==> config.mk <==
export PLATFORM = sky130hd
export DESIGN_NAME = regfile_wb_arbiter
export DESIGN_NICKNAME = d
export VERILOG_FILES = /design/src/rtl/regfile_pkg.sv /design/src/rtl/wb_scoreboard.sv /design/src/rtl/regfile_wb_arbiter.sv
export SDC_FILE = /design/constraint.sdc
export NUM_CORES = 1
export LEC_CHECK = 0
export CAP_MARGIN = 10
export CORE_AREA = 8 8 92 94
export CTS_CLUSTER_SIZE = 28
export DETAILED_ROUTE_END_ITERATION = 6
export DIE_AREA = 0 0 100 102
export PLACE_DENSITY = 0.87
export SLEW_MARGIN = 20
export SYNTH_ARGS = -nofsm -noshare
export SYNTH_HDL_FRONTEND = slang
export SYNTH_SLANG_ARGS = --single-unit
==> constraint.sdc <==
create_clock -name clk -period 2.2 [get_ports clk]
set_input_delay 0.22 -clock clk [delete_from_list [all_inputs] [get_ports clk]]
set_output_delay 0.22 -clock clk [all_outputs]
set_load 0.1 [all_outputs]
==> src/rtl/regfile_pkg.sv <==
// Register-file constants shared by the write-back arbiter, the scoreboard and
// the register file itself, including the protected register indices.
package regfile_pkg;

   localparam int REG_W    = 16;
   localparam int ADDR_W   = 4;
   localparam int NUM_REGS = 16;

   localparam int R_ZERO = 0;
   localparam int R_SR   = 9;
   localparam int R_HI   = 12;
   localparam int R_LO   = 13;

   localparam int WAIT_W = 4;

   typedef logic [ADDR_W-1:0] reg_addr_t;
   typedef logic [REG_W-1:0]  reg_data_t;
   typedef logic [WAIT_W-1:0] wait_cnt_t;

   localparam wait_cnt_t WAIT_MAX = '1;

   // One registered write-back slot as seen by the register file.
   typedef struct packed {
      logic      en;
      logic      drop;
      reg_addr_t addr;
      reg_data_t data;
   } wb_slot_t;

   function automatic logic is_protected(input reg_addr_t a);
      return (a == reg_addr_t'(R_ZERO)) || (a == reg_addr_t'(R_SR)) ||
             (a == reg_addr_t'(R_HI))   || (a == reg_addr_t'(R_LO));
   endfunction

endpackage

==> src/rtl/wb_scoreboard.sv <==
// Destination-register reservation bits: set by the issue stage, cleared by
// register-file writes, bulk-cleared by flush; produces the issue stall.
module wb_scoreboard
   import regfile_pkg::*;
(
   input  logic                clk_i,
   input  logic                rst_ni,
   input  logic                rsv_valid_i,
   input  reg_addr_t           rsv_addr_i,
   input  reg_addr_t           src1_addr_i,
   input  reg_addr_t           src2_addr_i,
   input  logic                flush_i,
   input  logic                clr_en_i,
   input  reg_addr_t           clr_addr_i,
   output logic                hazard_o,
   output logic [NUM_REGS-1:0] busy_o
);

   logic [NUM_REGS-1:0] busy_q;
   logic [NUM_REGS-1:0] busy_d;
   logic                clr_hit;
   logic                set_ok;

   // A reservation to a register whose write is retiring this cycle is
   // accepted, so the new owner's bit survives the clear.
   always_comb begin
      clr_hit = clr_en_i && (clr_addr_i == rsv_addr_i);
      set_ok  = rsv_valid_i && !is_protected(rsv_addr_i) &&
                (!busy_q[rsv_addr_i] || clr_hit);
      busy_d  = busy_q;
      if (clr_en_i) begin
         busy_d[clr_addr_i] = 1'b0;
      end
      if (set_ok) begin
         busy_d[rsv_addr_i] = 1'b1;
      end
      if (flush_i) begin
         busy_d = '0;
      end
      busy_d[R_ZERO] = 1'b0;
   end

   always_ff @(posedge clk_i or negedge rst_ni) begin
      if (!rst_ni) begin
         busy_q <= '0;
      end else begin
         busy_q <= busy_d;
      end
   end

   always_comb begin
      hazard_o = busy_q[src1_addr_i] | busy_q[src2_addr_i] |
                 (rsv_valid_i & busy_q[rsv_addr_i]);
   end

   assign busy_o = busy_q;

endmodule

==> src/rtl/regfile_wb_arbiter.sv <==
// Write-back arbiter for the register-file write port: fixed priority with
// starvation promotion, one-cycle registered write, protected-register drop.
module regfile_wb_arbiter
   import regfile_pkg::*;
#(
   parameter int NUM_REQ      = 3,
   parameter int STARVE_LIMIT = 4
) (
   input  logic                      clk,
   input  logic                      rest,
   input  logic [NUM_REQ-1:0]        req_valid,
   input  logic [ADDR_W*NUM_REQ-1:0] req_addr,
   input  logic [REG_W*NUM_REQ-1:0]  req_data,
   output logic [NUM_REQ-1:0]        req_ready,
   output logic                      wr_en,
   output logic [ADDR_W-1:0]         wr_addr,
   output logic [REG_W-1:0]          wr_data,
   input  logic                      rsv_valid,
   input  logic [ADDR_W-1:0]         rsv_addr,
   input  logic [ADDR_W-1:0]         src1_addr,
   input  logic [ADDR_W-1:0]         src2_addr,
   input  logic                      flush,
   output logic                      hazard,
   output logic [NUM_REGS-1:0]       busy_mask,
   output logic                      drop_err
);

   // Handshake: a write transfers in the cycle req_valid[i] and req_ready[i]
   // are both high; the requester holds valid, addr and data until then.

   localparam wait_cnt_t STARVE_TH = wait_cnt_t'(STARVE_LIMIT);

   logic [NUM_REQ-1:0] starved;
   logic [NUM_REQ-1:0] cand;
   logic [NUM_REQ-1:0] grant;
   logic               grant_any;
   reg_addr_t          sel_addr;
   reg_data_t          sel_data;
   wait_cnt_t          wait_q [NUM_REQ];
   wait_cnt_t          wait_d [NUM_REQ];
   wb_slot_t           wb_q;
   wb_slot_t           wb_d;

   // Starved requesters form the candidate set when any exist; the lowest
   // set bit of the candidate set wins.
   always_comb begin
      for (int i = 0; i < NUM_REQ; i++) begin
         starved[i] = req_valid[i] && (wait_q[i] >= STARVE_TH);
      end
      cand  = (|starved) ? starved : req_valid;
      grant = cand & (~cand + NUM_REQ'(1));
      if (!rest) begin
         grant = '0;
      end
      grant_any = |grant;
   end

   always_comb begin
      sel_addr = '0;
      sel_data = '0;
      for (int i = 0; i < NUM_REQ; i++) begin
         if (grant[i]) begin
            sel_addr = req_addr[i*ADDR_W +: ADDR_W];
            sel_data = req_data[i*REG_W +: REG_W];
         end
      end
   end

   always_comb begin
      for (int i = 0; i < NUM_REQ; i++) begin
         if (req_valid[i] && !grant[i]) begin
            wait_d[i] = (wait_q[i] == WAIT_MAX) ? wait_q[i]
                                                : wait_q[i] + wait_cnt_t'(1);
         end else begin
            wait_d[i] = '0;
         end
      end
   end

   // Address and data hold when nothing is granted; a protected target is
   // consumed but reported through drop instead of the write enable.
   always_comb begin
      wb_d      = wb_q;
      wb_d.en   = 1'b0;
      wb_d.drop = 1'b0;
      if (grant_any) begin
         wb_d.addr = sel_addr;
         wb_d.data = sel_data;
         wb_d.en   = !is_protected(sel_addr);
         wb_d.drop = is_protected(sel_addr);
      end
   end

   always_ff @(posedge clk or negedge rest) begin
      if (!rest) begin
         wb_q <= '0;
         for (int i = 0; i < NUM_REQ; i++) begin
            wait_q[i] <= '0;
         end
      end else begin
         wb_q <= wb_d;
         for (int i = 0; i < NUM_REQ; i++) begin
            wait_q[i] <= wait_d[i];
         end
      end
   end

   wb_scoreboard u_scoreboard (
      .clk_i       (clk),
      .rst_ni      (rest),
      .rsv_valid_i (rsv_valid),
      .rsv_addr_i  (rsv_addr),
      .src1_addr_i (src1_addr),
      .src2_addr_i (src2_addr),
      .flush_i     (flush),
      .clr_en_i    (wb_q.en),
      .clr_addr_i  (wb_q.addr),
      .hazard_o    (hazard),
      .busy_o      (busy_mask)
   );

   assign req_ready = grant;
   assign wr_en     = wb_q.en;
   assign wr_addr   = wb_q.addr;
   assign wr_data   = wb_q.data;
   assign drop_err  = wb_q.drop;

endmodule

==> impl_metrics.toml, run 1 <==
[run_status]
outcome = "complete, but fails checks"
violations = "negative setup slack"

[sta]
clock_skew_ps = 6.78
slew_headroom = 0.605
period_share = 1.05
timing.final.ws_setup_ps = -118
rsz0062_at_grt = "true"
hold-worst-slack_ps = 298
setup_viol = 2
post-route-min-period_ps = 2320
worst_pin_slew_ps = 586
hold_viol = 0
max_freq_mhz = 431
drv_slew = 0

[place]
place_area_mm2 = 0.00432
port_buffers = 119
hpwl_um = 7850
dp.cells = 520
dp_worst_setup_slack_ps = -243
globalplace.congestion = 0.995

[cts]
clockBufferDepth = 2
h-tree-depth = 2
numCtsBuffers = 5
cts.clk_slew.worst_paths_ps = 100
clk-insertion-delay-late_ps = 310
cts_tree = "built"
clockRootBuffer = "clkbuf_8"
clock-sinks = 49

[route]
routed_wirelength_um = 10100
route.vias.total = 3110
drtIter0Drc = 251
drtPass1Iterations = 6
antenna_left = 0
drc = 0
via_per_inst = 5.85
avgRoutedWirePerCell_um = 18.9

[layout]
regArea_mm2 = 0.00125
fillerInstances = 570
final_area_mm2 = 0.00455
drive_gt1_frac = 0.284
multi_input_area_mm2 = 0.00162
finalNetCount = 514
n_antenna_cell = 0
area_growth_syn_to_layout_pct = 57.4
stdcell_count = 532

[pwr]
total_power_mw = 3.24
power.density_mw_per_mm2 = 711
ir_drop_v = 0.000605
p_leak_nw = 1.95

[logic_synthesis]
synth-edff-count = 0
synth_seq_area_share = 0.424
ys_ff_latch = 49
synth_top_area_frac = 0.424
syn_avg_cell_area_um2 = 9.87
async_flop_share = 1.00
synth_largest_area_cell = "dfrtp_1"
syn_area_mm2 = 0.00289
synth_fp_nets = 375
syn-instance-count = 293
yosysWarningCount = 0
netlist_top_cells_area = "dfrtp_1, a222oi_1, mux4_2"
synthFlopType = "dfrtp_1"
ys_types = 55

[global_routing]
grt_max_degree = 33
grt_pass1_vias = 3286
grt_pass1_wl_um = 16200
grtUsageTotal = 0.200
grt_overflow = 0
antenna_found_initial = 0

[worst_setup_path]
reg2reg_from = "u_scoreboard.busy_o[12]"
cp-start-kind = "flip-flop"
critical_path.max_stage_delay_ps = 510
slowest_stage = "dfrtp_4"
end_kind = "output port"
cp_max_fo = 2
crit_family = "flip-flops"
cp.arrival_ps = 2100
cp.required_ps = 1980
crit_buf_inv = 2
critPathLaunch = "u_scoreboard.busy_o[12]"
crit_type = "flip-flop to output port"
path_cells = "mux4_2 -> nand3b_1 -> o211ai_2 -> o21ai_1 -> buf_4 -> o2111ai_4 -> buf_12"

[floorplan]
die_area_mm2 = 0.0102
io_pins = 121
dieWidth_um = 100
die_h_um = 102
rows = 31
initial_core_util = 0.410
core-area_mm2 = 0.00706

[worst_hold_path]
min-delay-path-class = "primary input to asynchronous set/reset pin"

[flow_run]
max_cap_viol_count = 0
-- repair_timing --
action	CTS	global route
endpoints found under the hold margin	5	0
pin swaps	3	3
gates resized for setup	5	14
hold buffers	1	0
endpoints found under the setup margin	3	8
setup buffers	1	2
-- stage by stage --
stage	TNS, ps	util
after global placement	-1220	0.613
after floorplan	-80.0	-
after global routing	-462	0.645
after detailed placement	-1620	0.613
final	-156	0.645
after CTS	-109	0.635
-- placed cells by master, fill, tap and decap left out, types with 5 or more instances in the layout --
cell | netlist | routed
clkdlybuf4s50_1 | 0 | 76
o311ai_0 | 7 | 7
o211ai_1 | 6 | 6
nor2_1 | 34 | 34
dfrtp_1 | 49 | 37
clkbuf_8 | 0 | 5
buf_12 | 0 | 5
nand2b_1 | 6 | 6
a21oi_1 | 22 | 22
o21ai_0 | 10 | 7
nand2_1 | 19 | 19
o21ai_1 | 7 | 8
mux4_2 | 7 | 7
a222oi_1 | 19 | 19
mux2i_1 | 7 | 7
dfrtp_2 | 0 | 10
inv_1 | 6 | 6
nand3_1 | 9 | 9
buf_4 | 1 | 63
xnor2_1 | 6 | 6
-- worst paths after layout --
| kind | end | slack (ps) | cells past startpoint |
|---|---|---|---|
| setup / recovery | hazard | -120 | 7 |
| hold / removal | wait_q[2] | 300 | 2 |
| setup reg to reg | u_scoreboard.busy_o[8] | -40 | 7 |
| hold reg to reg | wr_data[11] | 540 | 2 |
| max in group asynchronous | u_scoreboard.busy_o[5] | 1400 | 3 |
| min in group clk | wr_data[11] | 540 | 2 |
-- kinds of logic after synthesis --
logic type | after synthesis | synth area share
DFF | 49 | 0.424
other | 1 | 0.00130
adders and majority gates | 3 | 0.0130
buffers and inverters | 25 | 0.0376
muxes | 20 | 0.103
AOI/OAI and AO/OA | 98 | 0.253
xor gates and xnor gates | 7 | 0.0212
and+or+nand+nor | 90 | 0.147
-- sequential cells by signal, summed over array words and instances, names as in the netlist --
register and cells:
drop_err 1, u_scoreboard.busy_o 15, wait_q 12, wr_addr 4
wr_data 16, wr_en 1
-- where the power goes --
group | internal [mW] | switching [mW]
Combinational | 0.411 | 0.961
Clock | 0.452 | 0.321
Sequential | 0.995 | 0.0949
Total | 1.86 | 1.38
-- worst reg2reg max path, delay by kind of cell (launching register included) --
kind,cells,cell delay [ps]
AND/OR/NAND/NOR,1,110
buffers and inverters,2,320
multiplexers,1,470
flip-flops,1,510
AO/OA/AOI/OAI,3,730
-- synthesized netlist by cell type, types with 3 or more instances --
| cell | count |
|---|---|
| a211oi_1 | 3 |
| a21oi_1 | 22 |
| a222oi_1 | 19 |
| a31oi_1 | 3 |
| and2_1 | 3 |
| buf_2 | 3 |
| clkbuf_1 | 13 |
| dfrtp_1 | 49 |
| ha_1 | 3 |
| inv_1 | 6 |
| mux2_2 | 5 |
| mux2i_1 | 7 |
| mux4_2 | 7 |
| nand2_1 | 19 |
| nand2b_1 | 6 |
| nand3_1 | 9 |
| nand3b_1 | 4 |
| nor2_1 | 34 |
| nor3_1 | 3 |
| o211ai_1 | 6 |
| o21ai_0 | 10 |
| o21ai_1 | 7 |
| o311ai_0 | 7 |
| or2_2 | 3 |
| xnor2_1 | 6 |
-- final cells by class --
cell class                      instances  share of cell area
Multi-Input combinational cell        219               0.357
Timing Repair Buffer                  151               0.308
Sequential cell                        49               0.274
Tap cell                               99              0.0272
Clock buffer                            5              0.0151
Clock inverter                          3              0.0143
Inverter                                6             0.00495
-- routing by layer --
layer / part of all wire / track usage / vias to the layer above
li1: - / - / 1417
met1: 0.38 / 0.218 / 1482
met2: 0.48 / 0.334 / 189
met3: 0.12 / 0.0817 / 22
met4: 0.026 / 0.0930 / 0
met5: 0 / 0 / -
Power figures use the tool's default switching activity.
==> run 2: changes to the inputs <==
--- a/config.mk
+++ b/config.mk
@@ -10,6 +10,7 @@
 export CTS_CLUSTER_SIZE = 28
 export DETAILED_ROUTE_END_ITERATION = 6
 export DIE_AREA = 0 0 100 102
+export HOLD_SLACK_MARGIN = 0.1
 export PLACE_DENSITY = 0.87
 export SLEW_MARGIN = 20
 export SYNTH_ARGS = -nofsm -noshare
==> results of run 2 <==
Same layout as run 1: the final DEF is identical, and so are final timing and power.
